[src/rtl/ls_add_vec_sequencer_if.sv]
// ============================================================================
// Module  : ls_add_vec_sequencer_if
// Brief   : Config, base-operand and element-address bundle for the sequencer
// Revision: 1.0  initial release
// ============================================================================
`default_nettype none

interface ls_add_vec_sequencer_if #(
   parameter int DATA_WIDTH = 8,
   parameter int VEC_WIDTH  = 4
);
   localparam int VEC_WIDTH_BITS = $clog2(VEC_WIDTH);

   logic                      cfg_we;
   logic [DATA_WIDTH-1:0]     cfg_ls;
   logic [DATA_WIDTH-1:0]     cfg_add;
   logic [DATA_WIDTH-1:0]     cfg_stride;
   logic                      in_valid;
   logic                      in_ready;
   logic [DATA_WIDTH:0]       in_data;
   logic                      out_valid;
   logic                      out_ready;
   logic [DATA_WIDTH:0]       out_data;
   logic [VEC_WIDTH_BITS-1:0] out_vec_idx;
   logic                      busy;
   logic                      done;

   // master: upstream driver / downstream consumer side
   modport master (
      output cfg_we, cfg_ls, cfg_add, cfg_stride,
      output in_valid, in_data, out_ready,
      input  in_ready, out_valid, out_data, out_vec_idx, busy, done
   );

   // slave: the sequencer itself
   modport slave (
      input  cfg_we, cfg_ls, cfg_add, cfg_stride,
      input  in_valid, in_data, out_ready,
      output in_ready, out_valid, out_data, out_vec_idx, busy, done
   );
endinterface

`default_nettype wire

[src/rtl/ls_add_vec_sequencer.sv]
// ============================================================================
// Module  : ls_add_vec_sequencer
// Brief   : Expands one tagged base into VEC_WIDTH shift/add/stride addresses
// Revision: 1.0  initial release
// ============================================================================
`default_nettype none

module ls_add_vec_sequencer #(
   parameter int DATA_WIDTH = 8,
   parameter int VEC_WIDTH  = 4
) (
   input  wire logic              clk,
   input  wire logic              rst,
   ls_add_vec_sequencer_if.slave  bus
);
   localparam int VEC_WIDTH_BITS = $clog2(VEC_WIDTH);
   localparam logic [VEC_WIDTH_BITS-1:0] C_LAST_IDX = VEC_WIDTH_BITS'(VEC_WIDTH - 1);

   typedef enum logic [0:0] {
      ST_IDLE  = 1'b0,
      ST_ISSUE = 1'b1
   } state_t;

   state_t                    state_q,      state_d;
   logic [VEC_WIDTH_BITS-1:0] idx_q,        idx_d;
   logic [DATA_WIDTH-1:0]     base_q,       base_d;
   logic                      tag_q,        tag_d;
   logic [DATA_WIDTH-1:0]     cfg_ls_q,     cfg_ls_d;
   logic [DATA_WIDTH-1:0]     cfg_add_q,    cfg_add_d;
   logic [DATA_WIDTH-1:0]     cfg_stride_q, cfg_stride_d;
   logic                      done_q,       done_d;

   logic [DATA_WIDTH-1:0]     w_shifted;
   logic [DATA_WIDTH-1:0]     w_offset;
   logic [DATA_WIDTH-1:0]     w_addr;

   always_ff @(posedge clk) begin
      if (rst) begin
         state_q      <= ST_IDLE;
         idx_q        <= '0;
         base_q       <= '0;
         tag_q        <= 1'b0;
         cfg_ls_q     <= '0;
         cfg_add_q    <= '0;
         cfg_stride_q <= '0;
         done_q       <= 1'b0;
      end else begin
         state_q      <= state_d;
         idx_q        <= idx_d;
         base_q       <= base_d;
         tag_q        <= tag_d;
         cfg_ls_q     <= cfg_ls_d;
         cfg_add_q    <= cfg_add_d;
         cfg_stride_q <= cfg_stride_d;
         done_q       <= done_d;
      end
   end

   always_comb begin
      state_d      = state_q;
      idx_d        = idx_q;
      base_d       = base_q;
      tag_d        = tag_q;
      cfg_ls_d     = cfg_ls_q;
      cfg_add_d    = cfg_add_q;
      cfg_stride_d = cfg_stride_q;
      done_d       = 1'b0;

      case (state_q)
         ST_IDLE: begin
            if (bus.cfg_we) begin
               cfg_ls_d     = bus.cfg_ls;
               cfg_add_d    = bus.cfg_add;
               cfg_stride_d = bus.cfg_stride;
            end
            if (bus.in_valid) begin
               base_d  = bus.in_data[DATA_WIDTH-1:0];
               tag_d   = bus.in_data[DATA_WIDTH];
               idx_d   = '0;
               state_d = ST_ISSUE;
            end
         end
         ST_ISSUE: begin
            if (bus.out_ready) begin
               if (idx_q == C_LAST_IDX) begin
                  idx_d   = '0;
                  done_d  = 1'b1;
                  state_d = ST_IDLE;
               end else begin
                  idx_d = idx_q + 1'b1;
               end
            end
         end
         default: state_d = ST_IDLE;
      endcase
   end

   // Shifts of DATA_WIDTH or more clear the base; every term wraps at DATA_WIDTH.
   always_comb begin
      w_shifted = (32'(cfg_ls_q) >= 32'(DATA_WIDTH)) ? '0 : (base_q << cfg_ls_q);
      w_offset  = cfg_stride_q * DATA_WIDTH'(idx_q);
      w_addr    = w_shifted + cfg_add_q + w_offset;
   end

   assign bus.in_ready    = (state_q == ST_IDLE);
   assign bus.out_valid   = (state_q == ST_ISSUE);
   assign bus.busy        = (state_q == ST_ISSUE);
   assign bus.done        = done_q;
   assign bus.out_vec_idx = idx_q;
   // Untagged vectors still issue every slot, but as all-zero words.
   assign bus.out_data    = ((state_q == ST_ISSUE) && tag_q) ? {1'b1, w_addr} : '0;

endmodule

`default_nettype wire

[src/flat_wrapper.sv]
// flat-port wrapper written by rule: the top's interface ports become plain ports
module ls_add_vec_sequencer_flat 
#(
   parameter int DATA_WIDTH = 8,
   parameter int VEC_WIDTH  = 4
)
  (clk, rst, bus_cfg_we, bus_cfg_ls, bus_cfg_add, bus_cfg_stride, bus_in_valid, bus_in_data, bus_out_ready, bus_in_ready, bus_out_valid, bus_out_data, bus_out_vec_idx, bus_busy, bus_done);
  ls_add_vec_sequencer_if #(.DATA_WIDTH(DATA_WIDTH), .VEC_WIDTH(VEC_WIDTH)) bus_i ();
  input  wire logic clk;
  input  wire logic rst;
  input wire logic [$bits(bus_i.cfg_we)-1:0] bus_cfg_we;
  input wire logic [$bits(bus_i.cfg_ls)-1:0] bus_cfg_ls;
  input wire logic [$bits(bus_i.cfg_add)-1:0] bus_cfg_add;
  input wire logic [$bits(bus_i.cfg_stride)-1:0] bus_cfg_stride;
  input wire logic [$bits(bus_i.in_valid)-1:0] bus_in_valid;
  input wire logic [$bits(bus_i.in_data)-1:0] bus_in_data;
  input wire logic [$bits(bus_i.out_ready)-1:0] bus_out_ready;
  output wire logic [$bits(bus_i.in_ready)-1:0] bus_in_ready;
  output wire logic [$bits(bus_i.out_valid)-1:0] bus_out_valid;
  output wire logic [$bits(bus_i.out_data)-1:0] bus_out_data;
  output wire logic [$bits(bus_i.out_vec_idx)-1:0] bus_out_vec_idx;
  output wire logic [$bits(bus_i.busy)-1:0] bus_busy;
  output wire logic [$bits(bus_i.done)-1:0] bus_done;
  assign bus_i.cfg_we = bus_cfg_we;
  assign bus_i.cfg_ls = bus_cfg_ls;
  assign bus_i.cfg_add = bus_cfg_add;
  assign bus_i.cfg_stride = bus_cfg_stride;
  assign bus_i.in_valid = bus_in_valid;
  assign bus_i.in_data = bus_in_data;
  assign bus_i.out_ready = bus_out_ready;
  assign bus_in_ready = bus_i.in_ready;
  assign bus_out_valid = bus_i.out_valid;
  assign bus_out_data = bus_i.out_data;
  assign bus_out_vec_idx = bus_i.out_vec_idx;
  assign bus_busy = bus_i.busy;
  assign bus_done = bus_i.done;
  ls_add_vec_sequencer #(.DATA_WIDTH(DATA_WIDTH), .VEC_WIDTH(VEC_WIDTH)) u_core (.clk(clk), .rst(rst), .bus(bus_i));
endmodule
[config.mk]
export PLATFORM = sky130hd
export DESIGN_NAME = ls_add_vec_sequencer_flat
export DESIGN_NICKNAME = d
export VERILOG_FILES = /design/src/rtl/ls_add_vec_sequencer_if.sv /design/src/rtl/ls_add_vec_sequencer.sv /design/src/flat_wrapper.sv
export SDC_FILE = /design/constraint.sdc
export NUM_CORES = 1
export LEC_CHECK = 0
export ABC_AREA = 1
export CORE_ASPECT_RATIO = 0.9
export CORE_UTILIZATION = 45
export DETAILED_ROUTE_END_ITERATION = 8
export PLACE_DENSITY = 0.72
export REMOVE_ABC_BUFFERS = 1
export SYNTH_ARGS = -nofsm -noshare
export SYNTH_HDL_FRONTEND = slang
export SYNTH_SLANG_ARGS = --single-unit
export TNS_END_PERCENT = 5
[constraint.sdc]
create_clock -name clk -period 11.21 [get_ports clk]
set_input_delay 2.8025 -clock clk [delete_from_list [all_inputs] [get_ports clk]]
set_output_delay 2.8025 -clock clk [all_outputs]
set_load 0.02 [all_outputs]
==> results.yml <==
floorplanning:
  die-area_um2: 5750
  die_h_um: 72.0
  start_util_pct: 46.6
  core-area_um2: 5260
  num_rows: 25
  ios: 53
  fp.dieW_um: 79.8
timing:
  finalMaxSlewViolations: 0
  relSlewSlack_pct: 67.9
  grt_setup_unrepaired: "no"
  skew_ps: 8.31
  setup_viol: 0
  hold_viol: 0
  min_period_ps: 7110
  min_period_over_period_pct: 63.4
  setup_tns_ps: 0
  max_freq_mhz: 141
  worst-slew-pin-transition_ps: 481
critical_path:
  worst_ep_arrival_time_ps: 4310
  critical_path.startpoint_type: "flip-flop"
  cp_slowest_cell: "clkdlybuf4s50_1"
  endpoint_kind: "output port"
  critPathKind: "flip-flop to output port"
  cp_slowest_stage_delay_ps: 600
  critical_path.cell_chain: "nor2_2 -> nand2_4 -> inv_4 -> nand2_4 -> nor2_1 -> nand4_1 -> fa_1 -> fa_1 -> inv_1 -> ha_1 -> inv_1 -> fa_1 -> nor3_1 -> nor2_1 -> inv_1 -> nand2_1 -> nand2_1 -> inv_1 -> nand2_1 -> nand2_1 -> nor2_1 -> clkdlybuf4s50_1"
  critPathBufInv: 6
  required_ps: 8410
  cp_max_fo: 7
  cp_top_family: "adder cells"
clocking:
  root_buffer: "clkbuf_8"
  clock_latency_ps: 290
  path_clk_slew_ps: 80
  cts_made_buffers: 5
  cts_resized: 0
  hold_buffers: 0
  cts_buffer_depth: 2
  clock-sinks: 37
  postCtsSetupRepairBufs: 0
  htree_levels: 2
  tritoncts: "built"
global_routing:
  use_met1_pct: 28.2
  grt_use_met3_pct: 4.03
  grtUsageMet2_pct: 34.6
  top_usage_layer: "met2"
  grt_first_pass_wirelength_mm: 9.37
  grt_pass1_vias: 2099
  gr-usage-all-layers_pct: 20.9
  overflow: 0
  grt_max_degree: 38
  antenna_found_initial: 0
placed_design:
  gp_congestion: 0.867
  placed_area_um2: 2990
  io_buffer_count: 52
  dp_hpwl_mm: 4.07
synthesis:
  ys_seq_elements: 37
  syn_avg_cell_area_um2: 6.94
  ys_types: 30
  ys.flop_type: "dfxtp_1"
  yosysTopAreaCell: "dfxtp_1"
  synth_most_common_cell: "nand2_1"
  synth.area.top_cells: "dfxtp_1, nand2_1, fa_1"
  synthCells: 353
  async_reset_ff_share_pct: 0
  yosysSeqAreaShare_pct: 30.2
  synth_edf_count: 0
  ys.warnings.count: 0
  synth_top_area_share_pct: 30.2
  synth_area_um2: 2450
  synth_common_cells: "nand2_1, inv_1, dfxtp_1"
pwr:
  power_leakage_uw: 0.00145
  power_uw: 348
  ir_drop_mv: 0.0768
  power_density_nw_per_um2: 112
flow_run:
  cap_viol_max_count: 0
layout:
  finalInstanceArea_um2: 3110
  syn_to_final_growth_pct: 26.9
  n_fill_cell: 513
  finalNetCount: 460
  drive_gt1_share_pct: 4.74
  diodes: 0
route:
  wl_mm: 5.42
  num_vias: 2275
  drt-pass1-iter-count: 4
  route.detailed.drc: 0
  wire_per_inst_um: 11.6
  via_per_inst: 4.86
  route.antenna.remaining_nets: 0
  drt_iter0_markers: 107
status:
  status: "finished, final reports clean"
hold_path:
  hold_path_class: "flip-flop to flip-flop"
-- flip-flops by register name, indices dropped and copies added (netlist names) --
register,flops
u_core.cfg_ls_q,8
u_core.bus.done,1
u_core.tag_q,1
u_core.base_q,8
u_core.bus.busy,1
u_core.bus.out_vec_idx,2
u_core.cfg_stride_q,8
u_core.cfg_add_q,8
-- cells by family (layout without fill, tap and decap cells) --
logic type / count (synthesis) / after routing / share of synthesized area (%)
adder cells (fa/ha/maj): 22 / 22 / 15.2
flip-flops: 37 / 37 / 30.2
AND/OR/NAND/NOR: 152 / 152 / 26.1
AO/OA/AOI/OAI: 58 / 58 / 14.1
buffers and inverters: 82 / 130 / 13.6
XOR/XNOR: 2 / 2 / 0.715
-- power breakdown --
part / switching [uW] / internal [uW] / leakage, uW
registers: 7.39 / 140 / 0.000305
logic: 46.2 / 35.8 / 0.00109
clock network: 52.3 / 66.6 / 0.0000543
-- stage by stage --
step / util (%) / hold WS [ps] / setup WS, ps / instances
after floorplan: - / 435 / 5120 / 339
after global placement: 57.0 / 455 / 4430 / 460
after detailed placement: 57.0 / 468 / 4420 / 460
after CTS: 59.2 / 482 / 4080 / 468
after global routing: 59.2 / 493 / 3710 / 468
final: 59.2 / 478 / 4100 / 468
-- worst register-to-register path, cell delays in order, from the launching register on --
cell	delay [ps]
dfxtp_1	440
inv_1	110
nand2_1	70
buf_4	330
inv_1	340
nand2_1	160
a21oi_1	70
-- per-layer routing --
layer,wire (um),up-vias
li1,-,1197
met1,2730,1024
met2,2410,47
met3,217,7
met4,59,0
met5,0,-
-- placed cells by master, fill, tap and decap left out, drive strengths merged, types with 2 or more instances in the layout --
cell,Yosys,layout
a211oi,15,15
a21oi,29,29
a31oi,2,2
buf,9,2
clkbuf,5,5
clkdlybuf4s50,0,52
dfxtp,37,37
fa,13,13
ha,9,9
inv,68,68
nand2,94,94
nand3,13,13
nand4,4,4
nor2,35,35
nor3,4,4
o21ai,7,7
o31ai,2,2
xor2,2,2
-- layout make-up --
class,count,area [um^2],area share (%)
clock buffers,5,68.8,2.21
clock inverters,3,46.3,1.49
inverters,68,258,8.29
multi-input cells,234,1380,44.3
flip-flops and latches,37,741,23.8
well taps,67,83.8,2.70
repair buffers,54,536,17.2
-- path summary, 6_finish.rpt --
| path | from | to | slack (ps) | depth (start not counted) |
|---|---|---|---|---|
| worst min-delay path | u_core.cfg_add_q[7] | u_core.cfg_add_q[7] | 480 | 2 |
| worst max-delay path | u_core.cfg_ls_q[6] | bus_out_data[7] | 4100 | 22 |
| worst min register to register | u_core.cfg_add_q[7] | u_core.cfg_add_q[7] | 480 | 2 |
| worst max register to register | u_core.bus.busy | u_core.cfg_stride_q[5] | 9570 | 6 |
No activity file was read; power rests on OpenSTA's default activity.
